==> src/rtl/seg_scan_driver.sv <==
// Time-multiplexed common-anode 7-segment driver with a double-buffered display value,
// leading-zero blanking, ghost blanking and global enable. Define SEG_SCAN_DP_EN for decimal points.
module seg_scan_driver #(
  parameter int NUM_DIGITS   = 4,
  parameter int CLK_DIV      = 50000,
  parameter int BLANK_CYCLES = 2
) (
  input  logic                    clk,
  input  logic                    rst,
  input  logic                    en,
  input  logic                    lz_blank,
  input  logic                    load,
  input  logic [4*NUM_DIGITS-1:0] data_in,
  output logic                    pending,
  output logic                    frame_done,
  output logic [NUM_DIGITS-1:0]   an,
  output logic [6:0]              seg
`ifdef SEG_SCAN_DP_EN
  ,
  input  logic [NUM_DIGITS-1:0]   dp_in,
  output logic                    dp
`endif
);

  localparam int DATA_W = 4 * NUM_DIGITS;
  localparam int CNT_W  = $clog2(CLK_DIV);
  localparam int IDX_W  = (NUM_DIGITS > 1) ? $clog2(NUM_DIGITS) : 1;

  localparam logic [CNT_W-1:0] CNT_LAST = CNT_W'(CLK_DIV - 1);
  localparam logic [IDX_W-1:0] IDX_LAST = IDX_W'(NUM_DIGITS - 1);
  localparam logic [6:0]       SEG_OFF  = 7'h7F;

  if (NUM_DIGITS < 1 || NUM_DIGITS > 8) begin : g_bad_digits
    $error("seg_scan_driver: NUM_DIGITS must be 1..8");
  end
  if (CLK_DIV < 2) begin : g_bad_div
    $error("seg_scan_driver: CLK_DIV must be >= 2");
  end
  if (BLANK_CYCLES < 0 || BLANK_CYCLES > CLK_DIV - 1) begin : g_bad_blank
    $error("seg_scan_driver: BLANK_CYCLES must be 0..CLK_DIV-1");
  end

  // Active-low segment pattern, bit 0 = a .. bit 6 = g.
  function automatic logic [6:0] hex_to_seg(input logic [3:0] h);
    case (h)
      4'h0:    return 7'h40;
      4'h1:    return 7'h79;
      4'h2:    return 7'h24;
      4'h3:    return 7'h30;
      4'h4:    return 7'h19;
      4'h5:    return 7'h12;
      4'h6:    return 7'h02;
      4'h7:    return 7'h78;
      4'h8:    return 7'h00;
      4'h9:    return 7'h10;
      4'hA:    return 7'h08;
      4'hB:    return 7'h03;
      4'hC:    return 7'h46;
      4'hD:    return 7'h21;
      4'hE:    return 7'h06;
      default: return 7'h0E;
    endcase
  endfunction

  logic [CNT_W-1:0]      cnt_q, cnt_d;
  logic [IDX_W-1:0]      idx_q, idx_d;
  logic [DATA_W-1:0]     pend_q, pend_d;
  logic [DATA_W-1:0]     disp_q, disp_d;
  logic                  pending_q, pending_d;
  logic                  frame_done_q, frame_done_d;
  logic [NUM_DIGITS-1:0] an_q, an_d;
  logic [6:0]            seg_q, seg_d;

  logic [NUM_DIGITS-1:0] disp_dp;

`ifdef SEG_SCAN_DP_EN
  logic [NUM_DIGITS-1:0] pend_dp_q, pend_dp_d;
  logic [NUM_DIGITS-1:0] disp_dp_q, disp_dp_d;
  logic                  dp_q, dp_d;

  assign disp_dp = disp_dp_q;
  assign dp      = dp_q;
`else
  assign disp_dp = '0;
`endif

  logic                  tick;
  logic                  frame_end;
  logic                  in_window;
  logic                  show;
  logic [3:0]            cur_digit;
  logic [NUM_DIGITS-1:0] lz_mask;
  logic                  upper_set;

  // Ghost blanking: the first BLANK_CYCLES of every slot keep all anodes off.
  if (BLANK_CYCLES == 0) begin : g_no_ghost
    assign in_window = 1'b1;
  end else begin : g_ghost
    assign in_window = (cnt_q >= CNT_W'(BLANK_CYCLES));
  end

  assign cur_digit = disp_q[{idx_q, 2'b00} +: 4];
  assign show      = en && in_window;

  // lz_mask[k] = digit k and every digit above it are zero with no decimal point set.
  // NOTE: every signal written in always_comb gets a default first so no latch is inferred.
  always_comb begin
    lz_mask   = '0;
    upper_set = 1'b0;
    for (int k = NUM_DIGITS - 1; k >= 1; k--) begin
      upper_set  = upper_set | (disp_q[4*k +: 4] != 4'h0) | disp_dp[k];
      lz_mask[k] = ~upper_set;
    end
  end

  always_comb begin
    tick      = (cnt_q == CNT_LAST);
    frame_end = tick && (idx_q == IDX_LAST);

    cnt_d = tick ? '0 : cnt_q + CNT_W'(1);
    idx_d = idx_q;
    if (tick) begin
      idx_d = (idx_q == IDX_LAST) ? '0 : idx_q + IDX_W'(1);
    end

    // A load on the frame-end edge still lets the old buffered value through.
    pend_d    = load ? data_in : pend_q;
    disp_d    = (frame_end && pending_q) ? pend_q : disp_q;
    pending_d = load ? 1'b1 : (frame_end ? 1'b0 : pending_q);

    frame_done_d = frame_end;

    an_d  = '1;
    seg_d = SEG_OFF;
    if (show) begin
      an_d[idx_q] = 1'b0;
      seg_d       = (lz_blank && lz_mask[idx_q]) ? SEG_OFF : hex_to_seg(cur_digit);
    end
  end

`ifdef SEG_SCAN_DP_EN
  always_comb begin
    pend_dp_d = load ? dp_in : pend_dp_q;
    disp_dp_d = (frame_end && pending_q) ? pend_dp_q : disp_dp_q;
    dp_d      = show ? ~disp_dp_q[idx_q] : 1'b1;
  end

  always_ff @(posedge clk) begin
    if (rst) begin
      pend_dp_q <= '0;
      disp_dp_q <= '0;
      dp_q      <= 1'b1;
    end else begin
      pend_dp_q <= pend_dp_d;
      disp_dp_q <= disp_dp_d;
      dp_q      <= dp_d;
    end
  end
`endif

  // NOTE: state registers use non-blocking assignments so every flop samples pre-edge values.
  always_ff @(posedge clk) begin
    if (rst) begin
      cnt_q        <= '0;
      idx_q        <= '0;
      pend_q       <= '0;
      disp_q       <= '0;
      pending_q    <= 1'b0;
      frame_done_q <= 1'b0;
      an_q         <= '1;
      seg_q        <= SEG_OFF;
    end else begin
      cnt_q        <= cnt_d;
      idx_q        <= idx_d;
      pend_q       <= pend_d;
      disp_q       <= disp_d;
      pending_q    <= pending_d;
      frame_done_q <= frame_done_d;
      an_q         <= an_d;
      seg_q        <= seg_d;
    end
  end

  assign pending    = pending_q;
  assign frame_done = frame_done_q;
  assign an         = an_q;
  assign seg        = seg_q;

endmodule

==> config.mk <==
export PLATFORM = sky130hd
export DESIGN_NAME = seg_scan_driver
export DESIGN_NICKNAME = d
export VERILOG_FILES = /design/src/rtl/seg_scan_driver.sv
export SDC_FILE = /design/constraint.sdc
export NUM_CORES = 1
export LEC_CHECK = 0
export ABC_CLOCK_PERIOD_IN_PS = 5200
export BUFFER_PORTS_ARGS = -buffer_cell sky130_fd_sc_hd__buf_4
export CORE_MARGIN = 2
export CORE_UTILIZATION = 60
export DETAILED_ROUTE_END_ITERATION = 7
export HOLD_SLACK_MARGIN = 0.1
export PLACE_DENSITY = 0.82
export SLEW_MARGIN = 20
export SYNTH_ARGS = -nofsm -noshare
export SYNTH_HDL_FRONTEND = slang
export SYNTH_SLANG_ARGS = --single-unit
==> constraint.sdc <==
create_clock -name clk -period 5.2 [get_ports clk]
set_input_delay 0.52 -clock clk [delete_from_list [all_inputs] [get_ports clk]]
set_output_delay 0.52 -clock clk [all_outputs]
set_load 0.01 [all_outputs]
==> Implementation_results.wiki <==
{| class="wikitable"
! Metric !! Value
|-
| Global-route wire length before repair || slightly above 9000 um
|-
| Nets || around 370
|-
| Routability congestion estimate || roughly 0.88
|-
| Final HPWL DP || approximately 3800 um
|-
| Routed Wire Length || about 5500 um
|-
| Final clock period utilization by the worst path || a little under half
|-
| Wirelength per Cell || 14.0 um
|-
| Mapped Cells || about 310
|-
| Cell area after placement || around 3100 um^2
|-
| Fraction of final layout cells with drive strength greater than 1 || 16.6%
|-
| Inserted Clock Buffers || 9
|-
| Worst Setup End Kind || register
|-
| Seq cells post-synth || between 60 and 70
|-
| Cell internal pwr || roughly 710 uW
|-
| Area of the core region || ~4600 um^2
|-
| Clock root buffer master || clkbuf_8
|-
| Worst setup slack after layout || 2.82 ns
|-
| Sinks on the clock net || 63
|-
| Post-route standard cell area excluding fillers || 3250 um^2
|-
| Share of synthesized flip-flops with an asynchronous set or reset || 0%
|-
| Maximum buffer depth of the clock tree || 2
|-
| Combinational fraction of design power || about 5.6%
|-
| Post-Route Skew || roughly 0.009 ns
|-
| Number of rows in the core area || 25
|-
| Peak ir drop on the vdd network || ~0.00018 V
|-
| Finish-stage setup viols || 0
|-
| Count of fill cells added during filler insertion || 375
|-
| Relative contribution of the clock network to total power || between 30% and 40%
|-
| Largest stage delay, worst path || between 0.6 and 0.7 ns
|-
| DRT Pass-1 Iters || 4
|-
| Leak Pwr || between 0.001 and 0.0015 uW
|-
| Critical Path Slowest Stage Cell || or4_4
|-
| Dominant synthesized flop cell || dfxtp_1
|-
| Detailed-route vias per instance || approximately 5.8
|-
| Area of combinational cells with multiple inputs || between 1000 and 1500 um^2
|-
| Number of flops mapped to enable cells by yosys || 0
|-
| Total number of vias || around 2300
|-
| Number of buffers and inverters on the critical path || 0
|-
| Post-CTS setup buffers || 0
|-
| Category of the most critical setup path || register to register
|-
| Critical path required time || about 5.4 ns
|-
| Count of buffers from port buffering || 33
|-
| Leftover overflow at the end of global routing || 0
|-
| Effective utilization at floorplan || 61.3%
|-
| Reported net switching power || 201 uW
|-
| Post-synthesis sequential area ratio || roughly 44%
|-
| Clock insertion delay at the later pin of the skew report || between 0.3 and 0.4 ns
|-
| Number of global-route vias before repair || about 2100
|-
| Synth area leaders || dfxtp_1 (44%), mux2i_1 (6.7%), ha_1 (5.3%)
|-
| Kind of launch point of the worst setup path || register
|-
| Drt first-iter violations || 97
|-
| Clock-pin transition on the worst setup and hold timing paths || about 0.07 ns
|-
| Overall track demand over capacity in global routing || about 23%
|-
| I/O pin total || 34
|-
| Die Y-Extent || between 70 and 80 um
|-
| FF/Latch Area || roughly 1300 um^2
|-
| Outcome || finished clean
|-
| Fraction of synthesized cell area taken by the top area cell type || between 40 and 50%
|-
| Slew @ Worst Pin || 0.684 ns
|-
| Cell breakdown of the critical path || or4_1 -> or4_4 -> o21bai_2 -> nor2_1
|-
| Initial antenna violation count || 0
|-
| Count leader, synth || dfxtp_1
|-
| Post-synth cell types || 36
|-
| PwrDens || 279 nW/um^2
|-
| Pin count of the biggest net entering global routing || 40
|-
| Kind of path behind the tightest hold check || primary input to register
|-
| Nets in the synthesized netlist || 340
|-
| Top cells by instance count after synthesis || dfxtp_1 (63), nor2_1 (34), a21oi_1 (22)
|-
| Final Hold Slack || between 0.4 and 0.5 ns
|-
| Final Slew Violations || 0
|-
| DRC violation count after routing || 0
|-
| Dominant delay contributor by cell family on the critical path || simple AND/OR/NAND/NOR gates
|-
| Final hold violation count || 0
|-
| Synth warnings || 0
|-
| Pre-CTS worst setup slack || 2.81 ns
|-
| Arrival time reported for the critical path endpoint || between 2 and 3 ns
|-
| Die outline area || 5300 um^2
|-
| ANT nets after route || 0
|-
| Diodes inserted || 0
|-
| Unrepaired setup endpoints after global routing || false
|-
| Number of H-tree levels || 3
|-
| Largest driver fanout on the critical path || 22
|-
| Mean instance size in the synthesized netlist || a little over 9 um^2
|-
| Fmax || roughly 420 MHz
|-
| Count of maximum capacitance violations || 0
|-
| Final core area utilization || 70.3%
|-
| Cell area after synthesis || approximately 2800 um^2
|-
| Area growth from synthesis to final layout || 14.7%
|-
| Fraction of power consumed by sequential logic || a little under three fifths
|-
| Most area-hungry cell type in the Yosys netlist || dfxtp_1
|-
| Worst relative slew slack || roughly 54%
|-
| Post-cts gate resize count || 0
|-
| TritonCTS clock tree || yes
|-
| Hold bufs inserted after CTS || 0
|-
| Setup TNS after final layout || 0 ns
|-
| DIE WIDTH || 72.8 um
|-
| Post-layout minimum cycle time || 2.38 ns
|-
| Sw Share || 22.2%
|}
metrics by stage:
stage / instances / power [uW]
after floorplan: 307 / 542
after global placement: 376 / 564
after detailed placement: 376 / 567
after global routing: 391 / 939
after CTS: 391 / 911
final: 391 / 908
final timing paths:
check	startpoint	end	slack, ns	depth (start not counted)
worst max-delay path	cnt_q[11]	cnt_q[8]	2.82	4
worst min-delay path	data_in[8]	pend_q[8]	0.42	3
worst max register to register	cnt_q[11]	cnt_q[8]	2.82	4
worst min register to register	disp_q[0]	disp_q[0]	0.47	2
cells in the final DEF, fill, tap and decap left out, types with 7 or more instances in the layout:
cell and n:
nor2_1 34, clkbuf_8 10, o31ai_1 17, a21oi_1 22
dfxtp_1 63, nand3_1 13, nand2_1 13, xnor2_1 12
ha_1 12, inv_1 14, buf_4 35, nand4_1 20
nor4_1 7, mux2i_1 19
area by class of cell:
type / instances / area share [%]
clock buffer: 14 / 4.69
multi-input combinational: 210 / 44.6
inverter: 14 / 1.61
clock inverter: 1 / 0.154
timing repair buffer: 35 / 8.07
tap: 54 / 2.08
sequential: 63 / 38.8
per-layer routing:
metal  global-route usage, %  vias up  part of all wire [%]
met2                    35.1       46                    48
met5                       0        -                     0
met3                    5.80       12                   3.7
li1                        -     1160                     -
met1                    29.2     1055                    46
met4                    10.9        0                   2.1
power groups by stage:
stage | sequential, uW | combinational, uW | clock, uW
2_1_floorplan | 515 | 27.1 | 0
3_3_place_gp | 515 | 49.5 | 0
3_5_place_dp | 515 | 51.6 | 0
4_1_cts | 504 | 51.6 | 355
5_1_grt | 505 | 56.1 | 377
6_report | 504 | 51.0 | 352
cells by family (layout without fill, tap and decap cells):
kind of cell | Yosys count | count (layout) | synth area share [%]
multiplexers | 25 | 25 | 10.7
AND/OR/NAND/NOR | 107 | 107 | 19.0
flip-flops | 63 | 63 | 44.4
buffers and inverters | 34 | 64 | 4.59
adder cells (fa/ha/maj) | 12 | 12 | 5.29
AO/OA/AOI/OAI | 53 | 53 | 12.0
XOR/XNOR | 13 | 13 | 4.01
worst register-to-register path, cell delays in order, from the launching register on:
cell      delay [ns]
dfxtp_1         0.35
or4_1           0.56
or4_4           0.69
o21bai_2        0.54
nor2_1          0.11
registers in the layout, summed over array words and instances (netlist names):
signal	flops
pend_q	16
pending	1
idx_q	2
cnt_q	16
disp_q	16
frame_done	1
seg	7
an	4
(Power assumes the default switching activity.)
